--- config.mk ---
export PLATFORM = sky130hd
export DESIGN_NAME = toy_bpu_rob_filter
export DESIGN_NICKNAME = d
export VERILOG_FILES = /design/src/rtl/toy_bpu_rob_filter.sv
export SDC_FILE = /design/constraint.sdc
export NUM_CORES = 1
export LEC_CHECK = 0
export CAP_MARGIN = 5
export CORE_ASPECT_RATIO = 0.9
export CORE_UTILIZATION = 30
export CTS_CLUSTER_DIAMETER = 50
export CTS_CLUSTER_SIZE = 25
export DETAILED_ROUTE_END_ITERATION = 7
export PLACE_DENSITY = 0.79
export SETUP_SLACK_MARGIN = 0.3
export SLEW_MARGIN = 10
export SYNTH_ARGS = -nofsm -noshare
export SYNTH_HDL_FRONTEND = slang
export SYNTH_SLANG_ARGS = --single-unit
--- constraint.sdc ---
create_clock -name clk -period 3.88 [get_ports clk]
set_clock_uncertainty 0.05 [all_clocks]
set_input_delay 1.164 -clock clk [delete_from_list [all_inputs] [get_ports clk]]
set_output_delay 1.164 -clock clk [all_outputs]
set_load 0.02 [all_outputs]
--- src/rtl/toy_bpu_rob_filter.sv ---
// Fetch ROB filter: tracks allocated fetch entries with write/ack/read
// pointers, routes icache acks to entries in order, drains completed
// entries in order into a one-entry output register, and discards
// entries marked invalid. Flush drops every unread entry while keeping
// slots with outstanding icache requests reserved until their acks return.

package toy_pack;
  parameter int FETCH_DATA_WIDTH = 32;
endpackage

module toy_bpu_rob_filter
  import toy_pack::*;
#(
  parameter int ENTRY_NUM = 4,
  parameter int IDX_W     = $clog2(ENTRY_NUM)
) (
  input  logic                                  clk,
  input  logic                                  rst_n,
  input  logic                                  alloc_vld,
  output logic                                  alloc_rdy,
  output logic [ENTRY_NUM-1:0]                  icache_prealloc,
  input  logic                                  icache_ack_vld,
  output logic [ENTRY_NUM-1:0]                  icache_ack_sel,
  input  logic [ENTRY_NUM-1:0]                  rob_entry_valid,
  input  logic [ENTRY_NUM-1:0]                  rob_entry_invalid,
  input  logic [ENTRY_NUM*FETCH_DATA_WIDTH-1:0] filter_pld,
  output logic [ENTRY_NUM-1:0]                  filter_rden,
  output logic [ENTRY_NUM-1:0]                  filter_bypass,
  input  logic                                  fe_ctrl_flush,
  output logic                                  out_vld,
  input  logic                                  out_rdy,
  output logic [FETCH_DATA_WIDTH-1:0]           out_pld,
  output logic [IDX_W-1:0]                      out_idx,
  output logic                                  ack_err
);

  // rst_n is active-high despite its name.
  localparam int PW = IDX_W + 1;
  localparam logic [PW-1:0] ENTRY_CNT = PW'(ENTRY_NUM);
  localparam logic [PW-1:0] PTR_ONE   = PW'(1);

  logic [PW-1:0] wptr, aptr, rptr;
  logic [PW-1:0] used_r, used_a;
  logic [IDX_W-1:0] w_idx, a_idx, h_idx;
  logic head_present, head_inv, head_val;
  logic alloc_fire, ack_fire, ack_bad, bypass_fire, read_fire;
  logic [FETCH_DATA_WIDTH-1:0] head_pld;

  assign used_r = wptr - rptr;
  assign used_a = wptr - aptr;
  assign w_idx  = wptr[IDX_W-1:0];
  assign a_idx  = aptr[IDX_W-1:0];
  assign h_idx  = rptr[IDX_W-1:0];

  // A slot is reusable only once it has been both read out and acked;
  // after a flush the ack pointer can lag the read pointer.
  assign alloc_rdy  = ~rst_n & ~fe_ctrl_flush & (used_r < ENTRY_CNT) & (used_a < ENTRY_CNT);
  assign alloc_fire = alloc_vld & alloc_rdy;

  // Acks are still honoured during a flush so the outstanding count stays exact.
  assign ack_fire = ~rst_n & icache_ack_vld & (aptr != wptr);
  assign ack_bad  = icache_ack_vld & (aptr == wptr);

  assign head_present = rptr != wptr;
  assign head_inv     = head_present & rob_entry_invalid[h_idx];
  assign head_val     = head_present & ~rob_entry_invalid[h_idx] & rob_entry_valid[h_idx];
  assign bypass_fire  = ~rst_n & ~fe_ctrl_flush & head_inv;
  assign read_fire    = ~rst_n & ~fe_ctrl_flush & head_val & (~out_vld | out_rdy);

  // Select the head entry's payload from the flattened per-entry bus.
  always_comb begin
    head_pld = '0;
    for (int i = 0; i < ENTRY_NUM; i++) begin
      if (IDX_W'(i) == h_idx) head_pld = filter_pld[i*FETCH_DATA_WIDTH +: FETCH_DATA_WIDTH];
    end
  end

  // One-hot strobes; each is a single decoded bit or all zero.
  always_comb begin
    icache_prealloc = '0;
    icache_ack_sel  = '0;
    filter_rden     = '0;
    filter_bypass   = '0;
    if (alloc_fire)  icache_prealloc[w_idx] = 1'b1;
    if (ack_fire)    icache_ack_sel[a_idx]  = 1'b1;
    if (read_fire)   filter_rden[h_idx]     = 1'b1;
    if (bypass_fire) filter_bypass[h_idx]   = 1'b1;
  end

  // Pointer, output register and sticky error update.
  always_ff @(posedge clk) begin
    if (rst_n) begin
      wptr    <= '0;
      aptr    <= '0;
      rptr    <= '0;
      out_vld <= 1'b0;
      out_pld <= '0;
      out_idx <= '0;
      ack_err <= 1'b0;
    end else begin
      if (alloc_fire) wptr <= wptr + PTR_ONE;
      if (ack_fire)   aptr <= aptr + PTR_ONE;
      if (ack_bad)    ack_err <= 1'b1;
      if (fe_ctrl_flush) begin
        rptr    <= wptr;
        out_vld <= 1'b0;
      end else begin
        if (bypass_fire || read_fire) rptr <= rptr + PTR_ONE;
        if (read_fire) begin
          out_vld <= 1'b1;
          out_pld <= head_pld;
          out_idx <= h_idx;
        end else if (out_rdy) begin
          out_vld <= 1'b0;
        end
      end
    end
  end

endmodule

==> insert_results.sql <==
INSERT INTO impl_metrics (metric_group, metric, value, unit) VALUES
('outcome', 'status', 'finished, final reports clean', ''),
('cts', 'cts-root-buf', 'sky130_fd_sc_hd__clkbuf_8', ''),
('detailed_routing', 'first_iter_violations', '133', ''),
('global_route', 'grt_max_degree', '67', ''),
('final_layout', 'area_of_the_multi_input_gates', '0.00195', 'mm2'),
('place', 'place.gp.congestion', '0.768', ''),
('sta', 'tightestPinTransition', '845', 'ps'),
('worst_setup_path', 'cp_common_cell', 'sky130_fd_sc_hd__buf_6', ''),
('worst_setup_path', 'critical_path.endpoint_type', 'output pin', ''),
('synthesis', 'yosys-top-cells-area', 'sky130_fd_sc_hd__dfxtp_1 (30%), sky130_fd_sc_hd__a221oi_1 (9.5%), sky130_fd_sc_hd__a211oi_1 (8.6%), sky130_fd_sc_hd__nor2b_1 (7.8%), sky130_fd_sc_hd__ha_1 (6.8%)', ''),
('cts', 'clk_pin_slew', '80', 'ps'),
('global_route', 'global_route.overflow_total', '0', ''),
('synthesis', 'syn-instance-count', '368', ''),
('detailed_routing', 'post_drt_via_cell_ratio', '5.14', ''),
('place', 'detailedPlacementHpwl', '8.11', 'mm'),
('worst_setup_path', 'cpMaxStageDelayCell', 'sky130_fd_sc_hd__a2111oi_4', ''),
('worst_setup_path', 'rr_startpoint', 'rptr[0]', ''),
('final_layout', 'sequential_cell_area', '902', 'um2'),
('worst_setup_path', 'required', '2670', 'ps'),
('cts', 'clock_tree.buffer_depth', '2', ''),
('synthesis', 'synth-seq-cells', '45', ''),
('worst_setup_path', 'slack_of_the_worst_reg_to_reg_path', '940', 'ps'),
('detailed_routing', 'num_vias', '3510', ''),
('sta', 'final.min_clock_period', '3680', 'ps'),
('synthesis', 'synth_fp_nets', '526', ''),
('worst_setup_path', 'worst_r2r_path_depth', '9', ''),
('sta', 'final_min_period_over_clock_period', '0.949', ''),
('sta', 'rsz_0062_raised_after_global_routing', 'yes', ''),
('worst_setup_path', 'critPathKind', 'primary input to output pin', ''),
('cts', 'ctsHoldBuffers', '0', ''),
('worst_setup_path', 'timing.critical_path.cells', 'buf_6 > or2_4 > a2111oi_4 > buf_4 > buf_6 > and3_4 > buf_6', ''),
('detailed_routing', 'drt_pre_antenna_iters', '4', ''),
('worst_setup_path', 'worstPathMaxFanout', '3', ''),
('global_route', 'grt_pass1_wl', '16.3', 'mm'),
('worst_setup_path', 'worst_path_largest_cell_delay', '380', 'ps'),
('worst_setup_path', 'crit-reg2reg-capture', 'out_pld[21]', ''),
('detailed_routing', 'drcViolationCount', '0', ''),
('power', 'p_per_area', '252', 'mW/mm2'),
('sta', 'final-setup-viol-count', '0', ''),
('sta', 'slew_headroom', '0.434', ''),
('floorplan', 'initial_core_utilization', '0.317', ''),
('detailed_routing', 'routedWlPerCell', '15.9', 'um'),
('sta', 'finalWorstSetupSlack', '198', 'ps'),
('final_layout', 'diodes', '0', ''),
('place', 'preCtsSetupSlack', '-561', 'ps'),
('floorplan', 'fp.dieH', '96.2', 'um'),
('worst_setup_path', 'crit_path_start', 'fe_ctrl_flush', ''),
('detailed_routing', 'routed_wl', '10.8', 'mm'),
('sta', 'achievable-frequency', '0.272', 'GHz'),
('power', 'fin_total_pwr', '1.32', 'mW'),
('worst_setup_path', 'timing.critical_path.arrival', '2470', 'ps'),
('worst_setup_path', 'setup.worst_path.end', 'icache_prealloc[0]', ''),
('global_route', 'first_global_vias', '3425', ''),
('synthesis', 'synth_cell_types', '34', ''),
('cts', 'htreeDepth', '2', ''),
('final_layout', 'nNetsFinal', '720', ''),
('hold_path', 'timing.hold.worst.class', 'register to register', ''),
('final_layout', 'drive_gt1_frac', '0.150', ''),
('global_route', 'grt_antenna_before_repair', '0', ''),
('synthesis', 'synthesized_area', '0.00296', 'mm2'),
('sta', 'timing.final.max_slew_violations', '0', ''),
('global_route', 'grt_use_total', '0.203', ''),
('floorplan', 'die_width', '107', 'um'),
('synthesis', 'average_instance_area_after_synthesis', '8.03', 'um2'),
('worst_setup_path', 'timing.critical_path.from_type', 'primary input', ''),
('synthesis', 'post-synth-top-area-fraction', '0.305', ''),
('synthesis', 'synth_sequential_area_ratio', '0.305', ''),
('floorplan', 'core_area', '0.00933', 'mm2'),
('cts', 'cts_made_buffers', '5', ''),
('final_layout', 'syn_to_final_growth', '77.1', '%'),
('power', 'p_leak', '1.91', 'nW');
==> worst max-delay path: cells and delay by family <==
kind	cells	cell delay (ps)
AND/OR/NAND/NOR	2	440
buffers and inverters	4	480
AO/OA/AOI/OAI	1	380
==> stage by stage <==
| stage | area, um2 | util | hold slack [ps] | TNS [ps] | cells |
|---|---|---|---|---|---|
| after floorplan | 3000 | - | 419 | 0 | 368 |
| after global placement | 5080 | 0.544 | 415 | -5350 | 668 |
| after detailed placement | 5080 | 0.544 | 414 | -5830 | 668 |
| after CTS | 5230 | 0.560 | 440 | 0 | 681 |
| after global routing | 5230 | 0.561 | 475 | 0 | 683 |
| final | 5230 | 0.561 | 433 | 0 | 683 |
==> state kept, by name (all words and copies together), names as in the netlist <==
signal,count
ack_err,1
rptr,3
wptr,3
out_vld,1
out_pld,32
out_idx,2
aptr,3
==> cell families after synthesis <==
kind of cell | after synthesis | synth area share
compound gates | 111 | 0.272
xor+xnor | 5 | 0.0148
fa+ha+maj | 16 | 0.0677
buf+inv | 43 | 0.0580
flops | 45 | 0.305
mux | 6 | 0.0288
simple gates | 142 | 0.254
==> cells in the mapped netlist <==
master                      count
sky130_fd_sc_hd__mux4_2         2
sky130_fd_sc_hd__a21o_1         1
sky130_fd_sc_hd__ha_1          16
sky130_fd_sc_hd__a41oi_1        1
sky130_fd_sc_hd__o21a_1         1
sky130_fd_sc_hd__a21oi_1       35
sky130_fd_sc_hd__buf_2          8
sky130_fd_sc_hd__nand2b_1       2
sky130_fd_sc_hd__nand3_1        5
sky130_fd_sc_hd__inv_1          8
sky130_fd_sc_hd__o21ba_2        1
sky130_fd_sc_hd__xor2_1         2
sky130_fd_sc_hd__nor3_1        33
sky130_fd_sc_hd__clkbuf_1      27
sky130_fd_sc_hd__o31ai_1        1
sky130_fd_sc_hd__xnor2_1        3
sky130_fd_sc_hd__and3_1         6
sky130_fd_sc_hd__a221oi_1      32
sky130_fd_sc_hd__nand2_1        4
sky130_fd_sc_hd__a211oi_1      34
sky130_fd_sc_hd__a2111oi_1      1
sky130_fd_sc_hd__and2_1         8
sky130_fd_sc_hd__nor2_1        39
sky130_fd_sc_hd__or2_2          1
sky130_fd_sc_hd__and3_4         1
sky130_fd_sc_hd__and3_2         3
sky130_fd_sc_hd__or2b_1         1
sky130_fd_sc_hd__and2_2         1
sky130_fd_sc_hd__a2111oi_4      1
sky130_fd_sc_hd__mux2i_1        4
sky130_fd_sc_hd__dfxtp_1       45
sky130_fd_sc_hd__or3_4          1
sky130_fd_sc_hd__o21ai_0        3
sky130_fd_sc_hd__nor2b_1       37
==> repair_timing <==
item / 4_1_cts / 5_1_grt
setup endpoints to repair: 17 / 16
pin swaps: 3 / 4
buffers inserted: 7 / 2
resized for setup: 107 / 17
==> routing by layer <==
metal / vias to the layer above / part of all wire / track usage
li1: 1743 / - / -
met1: 1601 / 0.40 / 0.222
met2: 149 / 0.51 / 0.387
met3: 17 / 0.068 / 0.0454
met4: 0 / 0.021 / 0.0685
met5: - / 0 / 0
==> layout by cell type (no fill, tap or decap), drive strengths merged, types with 10 or more instances in the layout <==
cell type,n
a221oi,32
buf,49
ha,16
clkbuf,10
nor2,39
nor2b,37
a211oi,34
a21oi,35
nor3,33
and3,10
dfxtp,45
clkdlybuf4s50,167
==> worst min-delay path by stage <==
stage | startpoint | to | slack [ps] | depth (start not counted)
floorplan | aptr[1] | aptr[1] | 420 | 2
global placement | ack_err | ack_err | 410 | 2
detailed placement | ack_err | ack_err | 410 | 2
CTS | ack_err | ack_err | 440 | 2
global route | out_pld[9] | out_pld[9] | 480 | 2
finish | ack_err | ack_err | 430 | 2
==> cell type report <==
| cell class | instances | area share |
|---|---|---|
| well taps | 122 | 0.0292 |
| flip-flops and latches | 45 | 0.172 |
| clock inverters | 1 | 0.000956 |
| inverters | 8 | 0.00574 |
| clock buffers | 5 | 0.0132 |
| multi-input cells | 280 | 0.372 |
| repair buffers | 222 | 0.407 |
==> report_power, final <==
group          internal [mW]  switching [mW]  total (mW)  leakage [nW]
combinational          0.306           0.242       0.549          1.50
sequential             0.484          0.0179       0.502         0.365
clock                  0.119           0.149       0.268        0.0399
(Power assumes the default switching activity.)
